<file path="src/rtl/not_word.sv">
// not_word: combinational bitwise inverter plus a registered inverse with valid and all-zero flags
module not_word #(
  parameter int WIDTH = 32
) (
  input  logic             clk,
  input  logic             rst_n,
  input  logic [WIDTH-1:0] a,
  input  logic             en,
  output logic [WIDTH-1:0] not_a,
  output logic [WIDTH-1:0] not_a_q,
  output logic             valid_q,
  output logic             zero_q
);
  logic [WIDTH-1:0] not_a_d;
  logic             valid_d;
  logic             zero_d;
  assign not_a = ~a;
  // zero flag compares the operand to all ones so it never depends on the inverted bus
  always_comb begin
    not_a_d = en ? ~a : not_a_q;
    zero_d  = en ? (a == {WIDTH{1'b1}}) : zero_q;
    valid_d = en;
  end
  always_ff @(posedge clk) begin
    if (!rst_n) begin
      not_a_q <= '0;
      valid_q <= 1'b0;
      zero_q  <= 1'b0;
    end else begin
      not_a_q <= not_a_d;
      valid_q <= valid_d;
      zero_q  <= zero_d;
    end
  end
endmodule

</file>
<file path="config.mk">
export PLATFORM = sky130hd
export DESIGN_NAME = not_word
export DESIGN_NICKNAME = d
export VERILOG_FILES = /design/src/rtl/not_word.sv
export SDC_FILE = /design/constraint.sdc
export NUM_CORES = 1
export LEC_CHECK = 0
export ABC_AREA = 1
export ABC_CLOCK_PERIOD_IN_PS = 1330
export CAP_MARGIN = 10
export CORE_ASPECT_RATIO = 1.4
export CORE_MARGIN = 4
export CORE_UTILIZATION = 30
export DETAILED_ROUTE_END_ITERATION = 6
export GPL_ROUTABILITY_DRIVEN = 0
export HOLD_SLACK_MARGIN = 0.05
export PLACE_DENSITY_LB_ADDON = 0.12
export SYNTH_ARGS = -nofsm -noshare
export SYNTH_HDL_FRONTEND = slang
export SYNTH_SLANG_ARGS = --single-unit
export TNS_END_PERCENT = 30
</file>
<file path="constraint.sdc">
create_clock -name clk -period 1.33 [get_ports clk]
set_input_delay 0.399 -clock clk [delete_from_list [all_inputs] [get_ports clk]]
set_output_delay 0.399 -clock clk [all_outputs]
set_load 0.05 [all_outputs]
</file>
After elaboration in Yosys (flattened, before gate mapping) --
Cells that the tools add are included.
Storage, ports and cells: flip-flop bits (word level) 34, input port bits 35, output and inout port bits 66
Cells by class: equality and inequality tests 1, bitwise operators 1
Operator list (number):
- equality test 32 bit, second input constant | 1
- NOT 32 bit | 1

Longest topological paths before layout --
Gate-level depths: netlist (run 1).
word-level depth 1, mapped depth 6, mapped depth without buffers 6

Worst setup path before layout (run 1) --
OpenSTA, ideal clock, no wires.
path type input -> register, start input port a[28], end register zero_q, arrival 1.027 ns, data required time 1.215 ns, path slack 0.188 ns, stages on the path 6, path buffers 0, cell sequence inv_1 nor2_1 nand2_1 nor2_1 nand3_1 a21oi_2
Between the ends: word-level cells in the longest chain between the ends 1
RTL lines:
- from (decl) | RTL line 7 | input logic [WIDTH-1:0] a,
- equality test 32 bit | RTL line 21 | zero_d = en ? (a == {WIDTH{1'b1}}) : zero_q;
- to (signal assigned) | RTL line 32 | zero_q <= zero_d;
- to (decl) | RTL line 12 | output logic zero_q
Every way passes these cells. A chain may end at the register's enable or synchronous reset.

Final worst setup path (run 1) --
start input port a[0], end output port not_a[0]
Between the ends: word-level cells in the longest chain between the ends 1
RTL lines:
- NOT 32 bit | RTL line 17 | assign not_a = ~a;
- to (decl) | RTL line 9 | output logic [WIDTH-1:0] not_a,
Every way passes these cells.

==> impl_metrics.tcl, run 1 <==
set metrics [dict create \
    status "finished clean" \
    intPower_mw 2.028 \
    via_per_inst 4.366 \
    cp_top_family "buffers and inverters" \
    post_layout_nonfiller_instances 355 \
    rows 28 \
    whs_ns 0.4590 \
    synth_compound_area_share_pct 24.34 \
    finClkSkew_ns 0 \
    dp.final_hpwl_um 3869 \
    syn-cell-area_um2 1331 \
    synth_xor_xnor_area_share_pct 0 \
    ant_nets 0 \
    grt_overflow 0 \
    rsz0062_at_grt "no" \
    hold_violations 0 \
    multi_input_area_um2 442.9 \
    ctsLongestPathBuffers 2 \
    maxCapViolations 0 \
    synth_seq_cells 34 \
    startpoint_type "primary input" \
    period_share_pct 98.27 \
    sw_frac_of_total_pct 34.23 \
    cts_tree "done" \
    avgSynthCellArea_um2 7.564 \
    worstPathRequired_ns 0.93 \
    dr.first_iter.drc_count 37 \
    holdCritPathClass "primary input to flop" \
    fmax_mhz 765.1 \
    power_frac_seq_pct 37.6 \
    regArea_um2 680.7 \
    grt_max_degree 40 \
    synth_fa_ha_area_share_pct 0 \
    synth-simple-area-share_pct 8.929 \
    muxShareOfSynthArea_pct 0 \
    via_count 1550 \
    setup_viol 0 \
    antenna_found_initial 0 \
    fill_cells 348 \
    timing.final.ws_setup_ns 0.02304 \
    critPathMaxStageDelay_ns 0.27 \
    cts_made_buffers 5 \
    die_w_um 64.30 \
    p_comb_share_pct 39.7 \
    final_net_count 330 \
    drc 0 \
    critPathArrivalTime_ns 0.91 \
    cts_setup_buffers 0 \
    netlist_instances 176 \
    vdd_drop_max_mv 0.6666 \
    placed_area_um2 3176 \
    cp_num_buf_inv 3 \
    dieArea_um2 5583 \
    placed_cells 348 \
    clk_pin_slew_ns 0.07 \
    cts.sinks 34 \
    clk_latency_ns 0.28 \
    clockRootBuffer "clkbuf_8" \
    post_drt_wl_per_cell_um 12.91 \
    crit_slowest_cell "dlygate4sd2_1" \
    antenna_cells 0 \
    drt_wl_total_um 4584 \
    min_period_ns 1.307 \
    dp_slack_ns -0.2942 \
    synth_top_family_by_area "compound AO/OA/AOI/OAI gates" \
    p_per_area_nw_per_um2 960.2 \
    total_power_mw 3.084 \
    grt_pass1_vias 1538 \
    tns_ns 0 \
    track_usage_pct 17.16 \
    drv_slew 0 \
    worst_pin_slew_ns 0.2321 \
    hold_buffers 0 \
    port_buffers 100 \
    mostFrequentLayoutCells "67 x buf_12, 34 x dfxtp_1, 32 x dlygate4sd2_1" \
    synthDistinctLibCells 14 \
    final_area_um2 3212 \
    ys_warn_count 0 \
    htreeDepth 2 \
    layout-area-overhead-vs-synth_pct 141.3 \
    max-slew-margin-rel_pct 84.53 \
    dr.pass1.iters 4 \
    ios 101 \
    final_common_cell "buf_12" \
    post-route-util_pct 75.15 \
    setup.worst_path.class "primary input to primary output" \
    crit_chain "dlygate4sd2_1 -> inv_1 -> buf_12" \
    endpoint_kind "primary output" \
    leakage_nw 1.540 \
    clockPowerShare_pct 22.7 \
    initial_core_util_pct 31.15 \
    switching_power_mw 1.056 \
    path_max_fanout 3 \
    core-area_um2 4274 \
    fp.dieH_um 86.82 \
    synth-seq-area-share_pct 51.13 \
    grt_pass1_wl_um 7376 \
    drive_gt1_share_pct 35.25 \
    synth_nets 211 \
]
==> logic make-up (layout without fill, tap and decap cells) <==
logic type             after synthesis  in the layout
flip-flops                          34             34
AND/OR/NAND/NOR                     30             30
buffers and inverters               48            167
AO/OA/AOI/OAI                       64             64
==> Yosys cell counts, drive strengths merged <==
cell type / number / area [um^2]
nor2: 9 / 33.78
nand2: 18 / 67.56
dfxtp: 34 / 680.7
buf: 9 / 60.06
nand3: 1 / 5.000
clkbuf: 1 / 5.000
o21ai: 32 / 160.2
nand4: 2 / 12.51
inv: 38 / 142.6
a21oi: 32 / 163.9
==> sequential cells by signal (all words and copies together) (netlist names) <==
signal / cells
not_a_q: 32
zero_q: 1
valid_q: 1
==> repair_timing <==
item | 4_1_cts | 5_1_grt
endpoints found under the setup margin | 32 | 4
gates resized for setup | 37 | 4
cloned | 0 | 0
==> routing by layer <==
metal	GRT usage (%)	routed length (um)	vias to the layer above	share of wire (%)
li1	-	-	794	-
met1	16.59	1515	676	33
met2	32.05	2563	70	56
met3	6.485	394	10	8.6
met4	7.308	110	0	2.4
met5	0	0	-	0
==> power groups by stage <==
| stage | registers [mW] | logic (mW) | clock network, mW |
|---|---|---|---|
| after global placement | 1.18 | 1.25 | 0 |
| final | 1.16 | 1.22 | 0.701 |
| after CTS | 1.16 | 1.24 | 0.730 |
| after detailed placement | 1.18 | 1.27 | 0 |
| after floorplan | 1.38 | 0.317 | 0 |
| after global routing | 1.17 | 1.28 | 0.776 |
==> worst register-to-register path: cells and delay by family, from the launching register on <==
| kind | cells | cell delay, ns |
|---|---|---|
| AO/OA/AOI/OAI | 2 | 0.24 |
| flip-flops | 1 | 0.33 |
==> worst paths after layout <==
| check | cells after the start | to | startpoint | slack (ns) |
|---|---|---|---|---|
| worst max-delay path | 3 | not_a[0] | a[0] | 0.02 |
| worst min-delay path | 4 | not_a_q[26] | en | 0.46 |
| worst max register to register | 2 | not_a_q[28] | not_a_q[28] | 0.64 |
| worst min register to register | 2 | zero_q | zero_q | 0.53 |
==> final cells by class <==
cell class	instances	share of cell area (%)
Clock buffer	7	2.376
Inverter	38	4.441
Multi-Input combinational cell	94	13.79
Sequential cell	34	21.19
Tap cell	60	2.337
Timing Repair Buffer	122	55.86
(Power assumes the default switching activity.)
==> run 2: changes to the inputs <==
==> constraint.sdc (replaced) <==
create_clock -name clk -period 1.33 [get_ports clk]
set_input_delay 0.133 -clock clk [delete_from_list [all_inputs] [get_ports clk]]
set_output_delay 0.133 -clock clk [all_outputs]
set_load 0.05 [all_outputs]
==> run 2 against run 1 <==
Maximum frequency increased by 22%. Clock power is 2% lower. Power decreased by 0.26%. Combinational power hardly changed. Register-to-register slack barely moved. First-iteration DRC count increased by 19%. Cell area shrank 1.9%. Flip-flop and latch count unchanged. Routed wire length is 4.5% lower. Critical path type unchanged. Critical endpoint is now not_a[22]. Largest cell class unchanged.
==> impl_metrics.tcl, run 2 (synthesized netlist as in run 1, its figures left out) <==
set metrics [dict create \
    status "finished clean" \
    startpoint_type "primary input" \
    holdCritPathClass "primary input to flop" \
    maxCapViolations 0 \
    cts_setup_buffers 0 \
    period_share_pct 80.55 \
    vdd_drop_max_mv 0.7097 \
    port_buffers 100 \
    r2r_slack_ns 0.65 \
    layout-area-overhead-vs-synth_pct 136.7 \
    antenna_cells 0 \
    worst_r2r_endpoint "not_a_q[0]" \
    tns_ns 0 \
    drc 0 \
    cts.sinks 34 \
    ios 101 \
    post_drt_wl_per_cell_um 12.87 \
    rr_worst_depth 2 \
    drv_slew 0 \
    rows 28 \
    min_period_ns 1.071 \
    clockRootBuffer "clkbuf_8" \
    cts_made_buffers 5 \
    critPathArrivalTime_ns 0.94 \
    clk_pin_slew_ns 0.06 \
    setup_viol 0 \
    final_net_count 315 \
    leakage_nw 1.439 \
    hold_violations 0 \
    antenna_found_initial 0 \
    die_w_um 64.30 \
    holdPathStages 2 \
    drive_gt1_share_pct 28.57 \
    dp.final_hpwl_um 3651 \
    grt_pass1_wl_um 6941 \
    core-area_um2 4274 \
    mostFrequentLayoutCells "68 x buf_12, 38 x inv_1, 34 x dfxtp_1" \
    via_per_inst 4.409 \
    finClkSkew_ns 0 \
    clk_latency_ns 0.28 \
    crit_slowest_cell "clkdlybuf4s50_1" \
    ant_nets 0 \
    track_usage_pct 16.04 \
    htreeDepth 2 \
    p_per_area_nw_per_um2 976.0 \
    final_common_cell "buf_12" \
    hp-start "en" \
    dieArea_um2 5583 \
    grt_overflow 0 \
    largest_reg_flops 32 \
    top_register "not_a_q" \
    ctsLongestPathBuffers 2 \
    cts_tree "done" \
    endpoint_kind "primary output" \
    drt_wl_total_um 4376 \
    cts_resized 0 \
    worst_hold_path.endpoint "not_a_q[27]" \
    dr.pass1.iters 4 \
    dp_slack_ns -0.02391 \
    dr.first_iter.drc_count 44 \
    crit_chain "clkdlybuf4s50_1 -> buf_4 -> inv_1 -> buf_12" \
    r2r-start "not_a_q[0]" \
    worst_pin_slew_ns 0.2928 \
    critPathMaxStageDelay_ns 0.49 \
    timing.final.ws_setup_ns 0.2587 \
    hold_buffers 0 \
    grt_max_degree 29 \
    path_max_fanout 2 \
    via_count 1499 \
    rsz0062_at_grt "no" \
    reg.largest.list "not_a_q (32), valid_q (1), zero_q (1)" \
    fp.dieH_um 86.82 \
    setup.worst_path.class "primary input to primary output" \
    grt_pass1_vias 1466 \
    fmax_mhz 933.4 \
    initial_core_util_pct 31.15 \
    worstPathRequired_ns 1.20 \
    max-slew-margin-rel_pct 80.48 \
]
[run 2: cell types whose count changed in the layout (fill, tap and decap cells not counted)]
cell	change
clkdlybuf4s50_1	+32
buf_4	-16
inv_1	+9
inv_2	-9
buf_12	+1
dlygate4sd2_1	-32
[run 2: routing by layer]
| metal | global-route usage, % | wire (um) |
|---|---|---|
| met4 | 5.192 | 40 |
| met3 | 6.226 | 343 |
| met5 | 0 | 0 |
| met1 | 16.56 | 1580 |
| met2 | 29.42 | 2412 |
[run 2: report_power, final]
group	leakage (nW)	switching, mW	total [mW]	internal, mW
registers	0.283	0.0692	1.16	1.09
logic	1.12	0.637	1.23	0.591
clock network	0.0383	0.330	0.690	0.360
total	1.44	1.04	3.08	2.04
[run 2: worst max-delay path by stage]
| stage | from | endpoint | slack [ns] | cells past startpoint |
|---|---|---|---|---|
| after floorplan | zero_q | zero_q | 0.40 | 2 |
| after global placement | a[11] | zero_q | -0.01 | 7 |
| after detailed placement | a[11] | zero_q | -0.02 | 7 |
| after CTS | a[22] | not_a[22] | 0.26 | 4 |
| after global routing | a[28] | zero_q | 0.20 | 7 |
| final | a[22] | not_a[22] | 0.26 | 4 |
[run 2: area by class of cell]
class                   count  area (um^2)
clock buffers               7        76.32
well taps                  60        75.07
inverters                  38        142.6
flip-flops and latches     34        680.7
repair buffers            107         1734
fillers                   321         1122
multi-input cells          94        442.9
[run 2: through the flow]
step	hold WS, ns	instance area, um^2	power (mW)	instances	util (%)
after floorplan	0.2265	1331	1.696	176	-
after global placement	0.5081	3075	2.404	333	71.96
after CTS	0.2343	3152	3.116	340	73.74
final	0.2394	3152	3.076	340	73.74
after global routing	0.2547	3152	3.208	340	73.74
after detailed placement	0.5117	3075	2.419	333	71.96
[run 2: critical path, delay by kind of cell]
family	cells	cell delay, ns
buffers and inverters	4	0.80
==> patch 1: new RTL, flow settings as in run 1 <==
Make the reset (`rst_n`) asynchronous in one clocked block.
--- a/src/rtl/not_word.sv
+++ b/src/rtl/not_word.sv
@@ -23,3 +23,3 @@
   end
-  always_ff @(posedge clk) begin
+  always_ff @(posedge clk or negedge rst_n) begin
     if (!rst_n) begin
Check against the original RTL: differs if rst_n is asserted again (counterexample within 4 cycles, from zero or initial values and one cycle with rst_n low); with rst_n held inactive, the same outputs for 10 cycles.
==> patch 1 against run 1 <==
  * First-iteration DRC count down 43%
  * Worst hold slack worse by 0.12 ns
  * Worst setup slack improved by 0.0088 ns
  * Count of clock-buffer cells in the layout is the same
  * Routed wire length rose by 2.4%
  * Via count fell by 1.9%
  * Maximum frequency grew 0.68%
  * Sequential cell count unchanged
  * Final area up 5.1%
  * Power increased by 8.6%
  * Synthesized area is 6.1% higher
  * Synthesized cell count decreased by 4.5%
  * Non-clock buffer count grew 2
  * Critical endpoint is now not_a[31]
  * Largest cell class unchanged
  * Largest power group unchanged
==> patch 1: results (changes against run 1) <==
stage,metric,value,unit,change
setup_path,reg2reg_depth,1,,-1
synthesis,synth_warnings,0,,unchanged
routing,wl_met3,453,um,+15%
synthesis,syn-num-nets,203,,-3.8%
setup_path,r2r-start,not_a_q[30]$_DFFE_PN0P_,,
finish,nets,328,,-0.61%
synthesis,synth_common_cells,"49 x nand2_1, 34 x dfrtp_1, 34 x inv_1",,
power_and_ir_drop,ir_worst_vdd,0.000916,V,+37%
status,status,completed,,
routing,wl_met2,2690,um,+5.0%
finish,n_fill_cell,345,,-0.86%
setup_path,worstPathMaxFanout,2,,-1
hold_path,hp-start,en,,
hold_path,whs_path_depth,1,,-3
global_route,grt_pass1_wl,7250,um,-1.7%
global_route,grt_pass1_vias,1601,,+4.1%
finish,drive_above_1_share,0.403,,+0.0502
sta,slew_headroom,0.758,,-0.0871
synthesis,synthArstFlopShare,1.00,,+1.00
global_route,grt_max_degree,34,,-15%
global_route,grt_usage,0.163,,-0.00854
power_and_ir_drop,leakagePower,1.70,nW,+10%
setup_path,r2r-end,not_a_q[30]$_DFFE_PN0P_,,
routing,wl_met1,1500,um,-0.86%
synthesis,yosysSeqAreaShare,0.602,,+0.0910
setup_path,r2r_slack,0.62,ns,-0.02 ns
hold_path,holdPathEnd,valid_q$_DFF_PN0_,,
routing,drt_pass1_iterations,3,,-1
[patch 1: cell type report]
type                            instances  area, um2  area share
Timing Repair Buffer                  124       1840       0.545
Sequential cell                        34        851       0.252
Multi-Input combinational cell         92        397       0.117
Inverter                               36        135      0.0400
Tap cell                               62       77.6      0.0230
Clock buffer                            7       76.3      0.0226
[patch 1: what timing repair did]
| item | CTS | global route |
|---|---|---|
| setup endpoints to repair | 32 | 4 |
| hold buffers | 1 | 0 |
| gates resized for setup | 49 | 4 |
| hold endpoints to repair | 14 | 0 |
[patch 1: kinds of logic after synthesis]
family / synth area share
flip-flops: 0.602
AO/OA/AOI/OAI: 0.115
AND/OR/NAND/NOR: 0.166
buffers and inverters: 0.117
[patch 1: metal layers]
layer	vias up	GRT usage
met5	-	0
met4	0	0.0444
met3	4	0.0616
met2	58	0.322
met1	704	0.154
li1	755	-
[patch 1: stage by stage]
| step | cell area (um2) | std cells | total power [mW] | utilization |
|---|---|---|---|---|
| after floorplan | 1410 | 168 | 1.80 | - |
| after global placement | 3330 | 347 | 2.69 | 0.734 |
| after detailed placement | 3330 | 347 | 2.71 | 0.734 |
| after CTS | 3370 | 355 | 3.39 | 0.744 |
| after global routing | 3380 | 355 | 3.49 | 0.744 |
| final | 3380 | 355 | 3.35 | 0.744 |
[patch 1: worst max path at each step]
stage / start / slack [ns] / cells after the start / to
floorplan: a[0] / 0.24 / 1 / not_a[0]
global placement: a[19] / -0.21 / 3 / not_a[19]
detailed placement: en / -0.23 / 7 / zero_q$_DFFE_PN0P_
CTS: a[21] / 0.02 / 3 / not_a[21]
global route: a[27] / 0.004 / 3 / not_a[27]
finish: a[31] / 0.03 / 3 / not_a[31]
[patch 1: power by group through the flow]
stage,combinational [mW],sequential (mW),clock (mW)
2_1_floorplan,0.305,1.50,0
5_1_grt,1.50,1.23,0.759
4_1_cts,1.45,1.22,0.719
3_3_place_gp,1.46,1.23,0
6_report,1.44,1.22,0.696
3_5_place_dp,1.47,1.24,0
[patch 1: critical path, cell delays in order]
cell and delay [ns]:
dlygate4sd2_1 0.26, inv_1 0.10, buf_12 0.14
==> patch 2: new RTL, flow settings as in run 1 <==
Without the edit above. Set the parameter `WIDTH` to 40 (it was 32).
--- a/src/rtl/not_word.sv
+++ b/src/rtl/not_word.sv
@@ -2,3 +2,3 @@
 module not_word #(
-  parameter int WIDTH = 32
+  parameter int WIDTH = 40
 ) (
Interface: changed (resized a, not_a and not_a_q); port bits go from 101 to 125. No check against the original RTL was run, so the function may have changed too.
==> patch 2 against run 1 <==
  * Die area increased by 20%
  * Final cell count increased by 19%
  * Routed wire length increased by 26%
  * Worst setup slack got worse by 0.0054 ns
  * Final area increased by 22%
  * Power increased by 28%
  * Utilization increased by 0.37 points
  * Critical path depth unchanged
  * Sequential share of layout area increased by 0.23 points
  * Sequential cell count increased by 8
  * Synthesized area increased by 22%
  * Via count increased by 23%
  * Combinational power increased by 24%
==> patch 2: results (changes against run 1) <==
stage,metric,value,unit,change
clocking,cts-resized-gates,46,,+24%
finish,signal_buffers,142,,+16%
global_route,met3_usage,0.0591,,-0.00578
global_route,grt_usage,0.171,,about the same
routing,drt_wl_total,5770,um,+26%
status,status,completed,,
placement,pre_cts_slack,-0.278,ns,+0.0167 ns
global_route,use_met2,0.339,,+0.0186
finish,clock_buffers,6,,-1
synthesis,ys_types,13,,-1
routing,wl_met1,2000,um,+32%
sta,setup_ws,0.0177,ns,-0.00535 ns
global_route,grt_pass1_vias,1867,,+21%
routing,wire_per_inst,13.6,um,+5.7%
clocking,numClockSinks,42,,+24%
synthesis,syn_inst,220,,+25%
finish,multi_input_area_share,0.142,,+0.00459
finish,final_area,3930,um2,+22%
finish,n_fill_cell,377,,+8.3%
finish,clkCellAreaFrac,0.0281,,+0.00429
synthesis,synth_top_area_share,0.517,,+0.00604
setup_path,endpoint,not_a[13],,
hold_path,whs_path_depth,2,,-2
placement,dp.cells,415,,+19%
synthesis,yosysSeqAreaShare,0.517,,+0.00604
## patch 2: cell count changes in the layout (fill, tap and decap cells not counted), moves of 4 or more
cell | before | now
buf_4 | 21 | 16
nor2_1 | 9 | 13
a21oi_1 | 31 | 40
o21ai_1 | 20 | 0
dlygate4sd2_1 | 32 | 40
buf_12 | 67 | 84
nand2_1 | 18 | 25
dfxtp_1 | 34 | 42
o21ai_0 | 12 | 40
inv_1 | 29 | 34
## patch 2: kinds of logic after synthesis
| kind of cell | share of synthesized area |
|---|---|
| DFF | 0.517 |
| and+or+nand+nor | 0.0978 |
| buffers and inverters | 0.139 |
| AOI/OAI and AO/OA | 0.246 |
## patch 2: worst max-delay path: cells and delay by family
kind / cells / cell delay, ns
buffers and inverters: 3 / 0.51
## patch 2: power by group
part           total, mW  switching (mW)  internal (mW)
clock network       1.00           0.442          0.561
registers           1.43          0.0825           1.34
logic               1.51           0.803          0.705
total               3.94            1.33           2.61
